### src/rtl/mips_pkg.sv
// Shared constants and types for the 3-stage MIPS32 datapath and its instruction-side
// sequencer.
package mips_pkg;

    localparam logic [5:0] OP_RFORMAT = 6'b000000;
    localparam logic [5:0] OP_ADDI    = 6'b000011;
    localparam logic [5:0] OP_SUBI    = 6'b000010;
    localparam logic [5:0] OP_XORI    = 6'b000001;
    localparam logic [5:0] OP_ANDI    = 6'b001111;
    localparam logic [5:0] OP_ORI     = 6'b001100;

    localparam logic [5:0] FUNC_ADD = 6'b000011;
    localparam logic [5:0] FUNC_SUB = 6'b000010;
    localparam logic [5:0] FUNC_XOR = 6'b000001;
    localparam logic [5:0] FUNC_AND = 6'b000111;
    localparam logic [5:0] FUNC_OR  = 6'b000100;

    // SUB R0,R0,R0: a bubble that writes nothing architecturally visible.
    localparam logic [31:0] NOP_WORD = 32'h0000_0002;

    typedef enum logic [1:0] {
        StIdle,
        StRun,
        StDrain,
        StHalt
    } fetch_state_e;

endpackage

### src/rtl/ifetch_imem.sv
// Instruction store: synchronous write, asynchronous read, contents never cleared.
module ifetch_imem #(
    parameter int unsigned DEPTH = 32,
    parameter int unsigned AW    = 5
) (
    input  logic          clk_i,
    input  logic          we_i,
    input  logic [AW-1:0] waddr_i,
    input  logic [31:0]   wdata_i,
    input  logic [AW-1:0] raddr_i,
    output logic [31:0]   rdata_o
);

    logic [31:0] mem_q [DEPTH];

    always_ff @(posedge clk_i) begin
        if (we_i) begin
            mem_q[waddr_i] <= wdata_i;
        end
    end

    assign rdata_o = mem_q[raddr_i];

endmodule

### src/rtl/ifetch_sequencer.sv
// Instruction-side producer: fetches one word per unstalled clock onto ibus, honours
// redirects, then drains the pipeline with NOPs and raises done.
module ifetch_sequencer
    import mips_pkg::*;
#(
    parameter int unsigned DEPTH        = 32,
    parameter int unsigned AW           = 5,
    parameter int unsigned DRAIN_CYCLES = 3
) (
    input  logic          clk,
    input  logic          rst_n,
    input  logic          load_en,
    input  logic [AW-1:0] load_addr,
    input  logic [31:0]   load_data,
    input  logic [AW:0]   prog_len,
    input  logic          start,
    input  logic          stall,
    input  logic          redirect_valid,
    input  logic [AW-1:0] redirect_addr,
    output logic [31:0]   ibus,
    output logic [AW-1:0] pc,
    output logic          fetch_valid,
    output logic          done
);

    localparam int unsigned CW = $clog2(DRAIN_CYCLES + 1);
    localparam logic [AW:0]   DepthLen  = (AW + 1)'(DEPTH);
    localparam logic [CW-1:0] DrainInit = CW'(DRAIN_CYCLES);

    fetch_state_e  state_q, state_d;
    logic [AW-1:0] pc_q, pc_d;
    logic [AW:0]   len_q, len_d;
    logic [CW-1:0] cnt_q, cnt_d;
    logic [31:0]   ibus_q, ibus_d;
    logic          fv_q, fv_d;
    logic          done_q, done_d;
    logic          mem_we;
    logic [31:0]   mem_rdata;

    ifetch_imem #(
        .DEPTH (DEPTH),
        .AW    (AW)
    ) u_imem (
        .clk_i   (clk),
        .we_i    (mem_we),
        .waddr_i (load_addr),
        .wdata_i (load_data),
        .raddr_i (pc_q),
        .rdata_o (mem_rdata)
    );

    always_comb begin
        state_d = state_q;
        pc_d    = pc_q;
        len_d   = len_q;
        cnt_d   = cnt_q;
        ibus_d  = ibus_q;
        fv_d    = fv_q;
        done_d  = done_q;
        mem_we  = 1'b0;

        unique case (state_q)
            StIdle, StHalt: begin
                ibus_d = NOP_WORD;
                fv_d   = 1'b0;
                mem_we = load_en;
                if (start && (prog_len != '0) && (prog_len <= DepthLen)) begin
                    len_d   = prog_len;
                    pc_d    = '0;
                    done_d  = 1'b0;
                    state_d = StRun;
                end
            end
            StRun: begin
                if (redirect_valid) begin
                    pc_d   = redirect_addr;
                    ibus_d = NOP_WORD;
                    fv_d   = 1'b0;
                end else if (!stall) begin
                    // A redirect past the program end drains without fetching.
                    if ({1'b0, pc_q} >= len_q) begin
                        ibus_d  = NOP_WORD;
                        fv_d    = 1'b0;
                        cnt_d   = DrainInit;
                        state_d = StDrain;
                    end else begin
                        ibus_d = mem_rdata;
                        fv_d   = 1'b1;
                        pc_d   = pc_q + 1'b1;
                        if ({1'b0, pc_q} == len_q - 1'b1) begin
                            cnt_d   = DrainInit;
                            state_d = StDrain;
                        end
                    end
                end
            end
            StDrain: begin
                if (!stall) begin
                    ibus_d = NOP_WORD;
                    fv_d   = 1'b0;
                    if (cnt_q == '0) begin
                        done_d  = 1'b1;
                        state_d = StHalt;
                    end else begin
                        cnt_d = cnt_q - 1'b1;
                    end
                end
            end
            default: state_d = StIdle;
        endcase
    end

    always_ff @(posedge clk) begin
        if (!rst_n) begin
            state_q <= StIdle;
            pc_q    <= '0;
            len_q   <= '0;
            cnt_q   <= '0;
            ibus_q  <= NOP_WORD;
            fv_q    <= 1'b0;
            done_q  <= 1'b0;
        end else begin
            state_q <= state_d;
            pc_q    <= pc_d;
            len_q   <= len_d;
            cnt_q   <= cnt_d;
            ibus_q  <= ibus_d;
            fv_q    <= fv_d;
            done_q  <= done_d;
        end
    end

    assign ibus        = ibus_q;
    assign pc          = pc_q;
    assign fetch_valid = fv_q;
    assign done        = done_q;

endmodule
### config.mk
export PLATFORM = sky130hd
export DESIGN_NAME = ifetch_sequencer
export DESIGN_NICKNAME = d
export VERILOG_FILES = /design/src/rtl/mips_pkg.sv /design/src/rtl/ifetch_imem.sv /design/src/rtl/ifetch_sequencer.sv
export SDC_FILE = /design/constraint.sdc
export NUM_CORES = 1
export LEC_CHECK = 0
export CAP_MARGIN = 20
export CORE_ASPECT_RATIO = 0.7
export CORE_MARGIN = 5
export CORE_UTILIZATION = 25
export CTS_CLUSTER_SIZE = 10
export DETAILED_ROUTE_END_ITERATION = 10
export SYNTH_ARGS = -nofsm -noshare
export SYNTH_HDL_FRONTEND = slang
export SYNTH_HIERARCHICAL = 1
export SYNTH_SLANG_ARGS = --single-unit
### constraint.sdc
create_clock -name clk -period 9.2 [get_ports clk]
set_input_delay 2.3 -clock clk [delete_from_list [all_inputs] [get_ports clk]]
set_output_delay 2.3 -clock clk [all_outputs]
set_load 0.005 [all_outputs]
==> results.txt, run 1 <==
* Synth Flop Type: edfxtp_1
* Cell-internal power: between 8 and 9 mW
- The first global-routing pass estimated ~150 mm of wire.
- Worst-margin pin slew: 1.10 ns
* Startpoint of the worst-slack reg-to-reg timing path: pc[0]
* CTS-repair resized insts: 0
- Proportion of power drawn by combinational gates: 0.096
- Max Clk Rate: about 0.22 GHz
- The fraction of the mapped netlist area in compound gates came to 0.0583.
* Die Y: approximately 350 um
* Routed length per placed instance: between 20 and 25 um
- Across every metal layer, demand over resource in global routing totals 0.118.
- The final hold violation count was 0.
* Post-synthesis cell area: 42100 sq um
* Synthesized flop and latch total: between 1000 and 1500
- Number of rows in the core area: 126
- Fraction of power consumed by sequential logic: 0.508
* Delay of the slowest critical-path stage: ~0.8 ns
- Clock period minus final worst setup slack: 4.58 ns
- Launch instance of the worst min-delay path: ibus[25]
- Of the cells placed in the final design, the portion with a size suffix greater than 1 is 0.0996.
- TritonCTS built the clock tree.
* Setup Total Neg Slack: 0 ns
- The run finished with clean final reports.
* Synthesized-area fraction occupied by and/or/nand/nor cells: 0.0385
* Postcts setup bufs: 0
- The max-slew violation count came to 0.
- Switching pwr: around 2.5 mW
- Of all nets on the critical path, the largest fanout is 18.
- STA puts the critical path data required time at approximately 9.6 ns.
- Clock transition at the registers of the reported paths: 0.06 ns
* Count of different cell masters after synthesis: 50
- For this design, the CTS-stage hold fixing added 0 buffers.
- Summing over every cut layer, the via total after detailed routing is between 20000 and 25000.
- Chip width: about 500 um
- Die outline area: ~180000 sq um
- Fin worst setup slack: 4.62 ns
- In the layout the commonest cells are edfxtp_1 (1024), mux2i_1 (521), a22oi_1 (127).
- Synth area leaders: edfxtp_1 (73%), mux2i_1 (12%), dfxtp_1 (2.3%)
* Setup repair after global routing missed its margin: false
- In this run the tightest slew margin relative to its limit is 0.265.
- For this configuration, the core starts out at a cell density of 0.251.
- Clock latency of the later-clocked register in the worst-skew pair: about 0.7 ns
* Critical path data arrival time: between 4 and 5 ns
- Across the VDD grid, the largest voltage drop is about 0.15 mV.
- Summed over all cells, the static leakage comes to approximately 14 nW.
- DR pass1 iterations: 5
* Proportion of register bits with asynchronous set or reset after synthesis: 0
- Level count of the clock H-tree: 3
- Power density over the cells: approximately 220 nW/um^2
- Relative contribution of the clock network to total power: 0.396
- Area growth from synthesis to layout: 17.7%
- Entering global routing, the biggest net connects 110 pins.
- Drt via density: ~4.5
- Startpoint types: input port
- At the end of routability-driven placement, the weighted congestion stood at between 0.7 and 0.8.
- Switching share of power: 0.234
* Total overflow reported by the global router: 0
- Once placement completed, the tool counted placed cells totaling roughly 4700.
* Part of the Yosys area used for sequential elements: 0.754
- Max-cap violations in this run came to 0.
- For this run, the number of Yosys warnings is 6.
- Buffer type at the clock tree root: clkbuf_16
- Of the available clock period, the critical path in the final layout requires 0.498.
- Number of nets in the final layout: about 2700
* Routed Antenna Nets: 0
- Gate Count Post-Synth: approximately 2500
* Beginning of the critical path: load_en
* Final setup vio count: 0
- The first routing iteration left ~2100 violations.
* IO buf count: 92
- Number of top-level design ports: 93
* Power, Total: 10.8 mW
- Slowest library cell on the worst path: nor2_4
* Post-synthesis adder-cell area fraction: 0.00327
- After detailed routing, the number of remaining DRC violations is 0.
- The number of global-route vias before repair was approximately 21000.
- The longest clock path from root to sink contains 3 buffers.
- Clock buffers created by TritonCTS: ~120
- Before CTS, the worst setup slack after placement is around 3.7 ns.
- Of the post-synthesis cell area, the dominant cell type holds 0.730.
- The kind of cell with the highest combined delay along the critical path is simple AND/OR/NAND/NOR gates.
* Clk sink count: 1073
* CP endpoint kind: flip-flop
- The initial antenna violation count is 13.
* Syn_area_per_cell: approximately 17 sq um
- The routed design has roughly 110 mm of wire.
- Cell type with the largest total area after synthesis: edfxtp_1
* Most common cell after layout, fill and taps aside: edfxtp_1
- Between clock sinks in the finished design, the worst skew comes to between 0.02 and 0.03 ns.
- Counting flops with a built-in enable in the synthesized netlist gives slightly above 1000.
* Tightest Hold Check Type: reg2reg
- Type of the worst setup path: in2reg
* XOR/XNOR Fraction of Synth Area: 0.00166
* Combined buffer and inverter count along the critical path: 2
- Worst-path cell chain: clkdlybuf4s50_1 -> and2_1 -> nand3b_1 -> nor2_4 -> buf_4
* Placed wire-length estimate after detailed placement: ~63 mm
- Nets in the synthesized netlist: 2544
- Leaving out filler cells and counting taps, the final layout contains 4946.
- Of the post-synthesis cell area, the part taken by muxes is 0.124.
- Largest family of logic cells by synthesized area: multiplexers
* Core area: between 150000 and 200000 sq um
==> tightest hold or removal path, cell delays in order, from the launching register on <==
cell,delay (ns)
dfxtp_1,0.32
a22oi_1,0.06
nor2_1,0.08
==> routing by layer <==
metal / track usage / vias to the layer above / wire length [um] / part of all wire
li1: - / 10079 / - / -
met1: 0.180 / 11318 / 51800 / 0.48
met2: 0.164 / 812 / 44800 / 0.42
met3: 0.0345 / 129 / 9210 / 0.086
met4: 0.0253 / 8 / 1890 / 0.018
met5: 0 / - / 50 / 0.00046
==> final timing paths <==
check	end	slack [ns]	cells after the start
max	u_imem/mem_q[13][30]	4.62	5
min reg2reg	ibus[25]	0.50	2
min	ibus[25]	0.50	2
max reg2reg	ibus[24]	4.71	9
==> cells in the mapped netlist, types with 33 or more instances <==
cell,n
edfxtp_1,1024
mux2i_1,521
a22oi_1,127
a21oi_1,110
nand2_1,105
nand3_1,103
nor2_1,77
a22o_1,64
clkbuf_1,53
dfxtp_1,49
nor3_1,37
buf_4,34
a31oi_1,33
buf_2,33
==> flip-flops by register name (all words and copies together) (netlist names) <==
register / count
pc: 5
len_q: 6
fetch_valid: 1
done: 1
u_imem/mem_q: 1024
cnt_q: 2
ibus: 32
state_q: 2
==> power by group through the flow <==
stage	clock, mW	combinational (mW)	sequential, mW
floorplan	0	0.643	5.56
global placement	0	1.02	5.58
detailed placement	0	1.03	5.58
CTS	4.36	1.04	5.48
global route	4.58	1.11	5.48
finish	4.27	1.04	5.48
==> layout make-up <==
| class | count | area, sq um |
|---|---|---|
| clock buffers | 186 | 3270 |
| inverters | 14 | 52.6 |
| well taps | 2240 | 2800 |
| flip-flops and latches | 1073 | 31700 |
| fillers | 16528 | 119000 |
| clock inverters | 8 | 150 |
| diodes | 5 | 12.5 |
| multi-input cells | 1251 | 9770 |
| repair buffers | 169 | 1740 |
==> stage by stage <==
stage	utilization	hold slack, ns	cell area, sq um
after CTS	0.293	0.490	49200
after floorplan	-	0.449	42100
after global routing	0.295	0.538	49500
after detailed placement	0.273	0.481	45800
final	0.295	0.499	49500
after global placement	0.272	0.472	45700
==> logic make-up after synthesis <==
family	Yosys count
DFF	1073
and+or+nand+nor	356
buffers and inverters	155
muxes	521
adders and majority gates	11
AOI/OAI and AO/OA	355
xor gates and xnor gates	8
(Power assumes the default switching activity.)
==> run 2: changes to the inputs <==
clock period = 4.8 ns   (was 9.2 ns; I/O delays follow)
==> run 2 against run 1 <==
Sequential power is 92% higher. Critical endpoint is now u_imem/mem_q[25][26]. Setup slack got worse by 3.2 ns. Highest routed layer unchanged. Critical path depth rose by 1. Largest cell class unchanged.
==> results.txt, run 2 (synthesis results as in run 1) <==
- TritonCTS clock tree: built
- Overall routed net length: 110 mm
- Grt met1 use: 0.184
* Chip width: 500 um
* Setup repair after global routing missed its margin: false
- Fin area: ~50000 sq um
- Postcts setup bufs: 0
- Entering global routing, the biggest net connects about 130 pins.
- Clock period minus final worst setup slack: about 3.3 ns
- Worst min-delay path endpoint: cnt_q[0]
- Area growth from synthesis to layout: 18.7%
* Clk sink count: approximately 1100
- Startpoint of the worst-slack reg-to-reg timing path: state_q[0]
- For flop-to-flop paths, the worst setup slack is approximately 1.5 ns.
- Outcome: completed
- Clock transition at the registers of the reported paths: 0.06 ns
- Leaving out fill and tap cells, the most frequent cells in the layout are edfxtp_1 (1024), mux2i_1 (521), a22oi_1 (127).
- Max Clk Rate: around 0.30 GHz
- DR pass1 iterations: 5
* Clock buffers created by TritonCTS: 117
- In the routed layout, each cell is associated on average with a via count of 4.58.
* Capturing point of the worst reg2reg path: u_imem/mem_q[25][26]
* Worst-margin pin slew: 1.13 ns
* Max Cap Viol: 0
* Tcrit/Tclk final: 0.695
* Hold-fix buffers at CTS: 0
- The global routing stage identified its most utilized layer as met1.
- Total overflow reported by the global router: 0
- For the worst setup path, the data required time is between 5 and 6 ns.
* Global placer's final weighted congestion: ~0.79
* Buffer type at the clock tree root: clkbuf_16
* Routed length per placed instance: about 22 um
- Clock latency of the later-clocked register in the worst-skew pair: slightly above 0.7 ns
- Tightest Hold Check Type: reg2reg
- In the global route stage, met2 resource usage came out at 0.172.
* Global-route wire length before repair: roughly 160 mm
- Clock tree buffer depth: 3
- The critical path starts at state_q[0].
- STA classifies the critical path startpoint as a flip-flop.
- The worst setup path is of the reg2reg kind.
* Placed wire-length estimate after detailed placement: between 60 and 70 mm
* Cell depth of the worst min-delay path: 1
- In the routed design, unresolved DRC markers number 0.
* Number of top-level design ports: 93
* Initial Utilization: 0.251
* Met3 track demand over resource: 0.0278
- The final hold violation count came to 0.
- Total number of vias: ~23000
- Via count of the first global-routing pass: around 22000
* Number of nets in the final layout: between 2000 and 3000
- The register with the most flip-flops in the final layout is u_imem/mem_q.
- Overall fraction of global-route tracks in use: 0.121
- In this run the core area contains 126 standard-cell rows.
- Setup violations remaining at the end of the flow were counted as 0.
* Clock skew: roughly 0.026 ns
- Summed over all cells, the static leakage comes to 14.6 nW.
- Iteration-0 DRC count of the detailed router: roughly 2300
* Power density over the cells: approximately 400 nW/um^2
- Largest register FFs: between 1000 and 1500
- Share of final-layout standard cells stronger than drive strength 1: 0.103
- Core area: 168000 sq um
* Critical path data arrival time: between 3 and 4 ns
- The worst setup path is captured at a flip-flop.
- During placement, the flow inserted port buffers numbering 92.
* Slew Viols, Final: 0
- In this run, post-CTS repair resized a total of 0 instances.
- The placed instances occupy a cell area of roughly 46000 sq um.
- Peak supply drop: between 0.2 and 0.3 mV
- Filler cell count: about 16000
- The initial antenna violation count was 9.
- Max-slew headroom at the worst pin: 0.241
- The startpoint identified for the worst hold timing path is cnt_q[0].
- Die outline area: 177000 sq um
* Level count of the clock H-tree: 3
- Worst reg2reg path depth: 6
- In this run the worst path has a maximum fanout of 16.
- Routed Antenna Nets: 0
* Die Y: 353 um
* Setup Total Neg Slack: 0 ns
- Most common cell after layout, fill and taps aside: edfxtp_1
==> run 2: changes by cell type in the layout (fill, tap and decap cells not counted), moves of 3 or more <==
cell,change
buf_8,+10
diode_2,+3
buf_2,-8
clkbuf_1,+7
buf_12,+14
clkdlybuf4s50_1,+8
buf_16,-3
==> run 2: worst max-delay path by stage <==
stage	slack [ns]	end	cells after the start
2_1_floorplan	1.02	u_imem/mem_q[12][0]	4
3_3_place_gp	0.84	u_imem/mem_q[25][2]	5
3_5_place_dp	0.80	u_imem/mem_q[25][2]	5
4_1_cts	1.46	pc[2]	1
5_1_grt	1.33	ibus[15]	9
6_report	1.46	u_imem/mem_q[25][26]	6
==> run 2: layer usage <==
metal | part of all wire | wire length, um | up-vias
met5 | 0.00019 | 21 | -
met1 | 0.48 | 52600 | 11677
met3 | 0.078 | 8580 | 141
li1 | - | - | 10150
met4 | 0.023 | 2480 | 4
met2 | 0.42 | 46400 | 833
==> run 2: final cells by class <==
type / instances / area (sq um) / share of cell area
Multi-Input combinational cell: 1251 / 9770 / 0.196
Sequential cell: 1073 / 31700 / 0.635
Clock buffer: 190 / 3230 / 0.0647
Inverter: 14 / 52.6 / 0.00105
Clock inverter: 6 / 103 / 0.00205
Tap cell: 2240 / 2800 / 0.0561
Antenna cell: 8 / 20.0 / 0.000401
Timing Repair Buffer: 196 / 2240 / 0.0448
==> run 2: power by group <==
group / total [mW] / switching (mW) / internal, mW
Clock: 8.08 / 3.52 / 4.56
Sequential: 10.5 / 0.0749 / 10.4
Combinational: 2.00 / 1.27 / 0.736
==> run 2: stage by stage <==
step,hold WS [ns],instances,setup WS [ns],power [mW],utilization
floorplan,0.449,2479,1.02,11.9,-
global placement,0.466,4756,0.839,12.6,0.275
detailed placement,0.468,4767,0.802,12.7,0.276
CTS,0.479,4963,1.46,20.7,0.296
global route,0.524,4971,1.33,21.3,0.297
finish,0.478,4978,1.46,20.6,0.297
==> run 2: critical path: stages, from the launching register on <==
cell,delay [ns]
dfxtp_1,0.38
inv_1,0.06
ha_1,0.46
and2_1,0.39
nand3b_1,0.46
nor2_4,0.89
buf_4,0.36
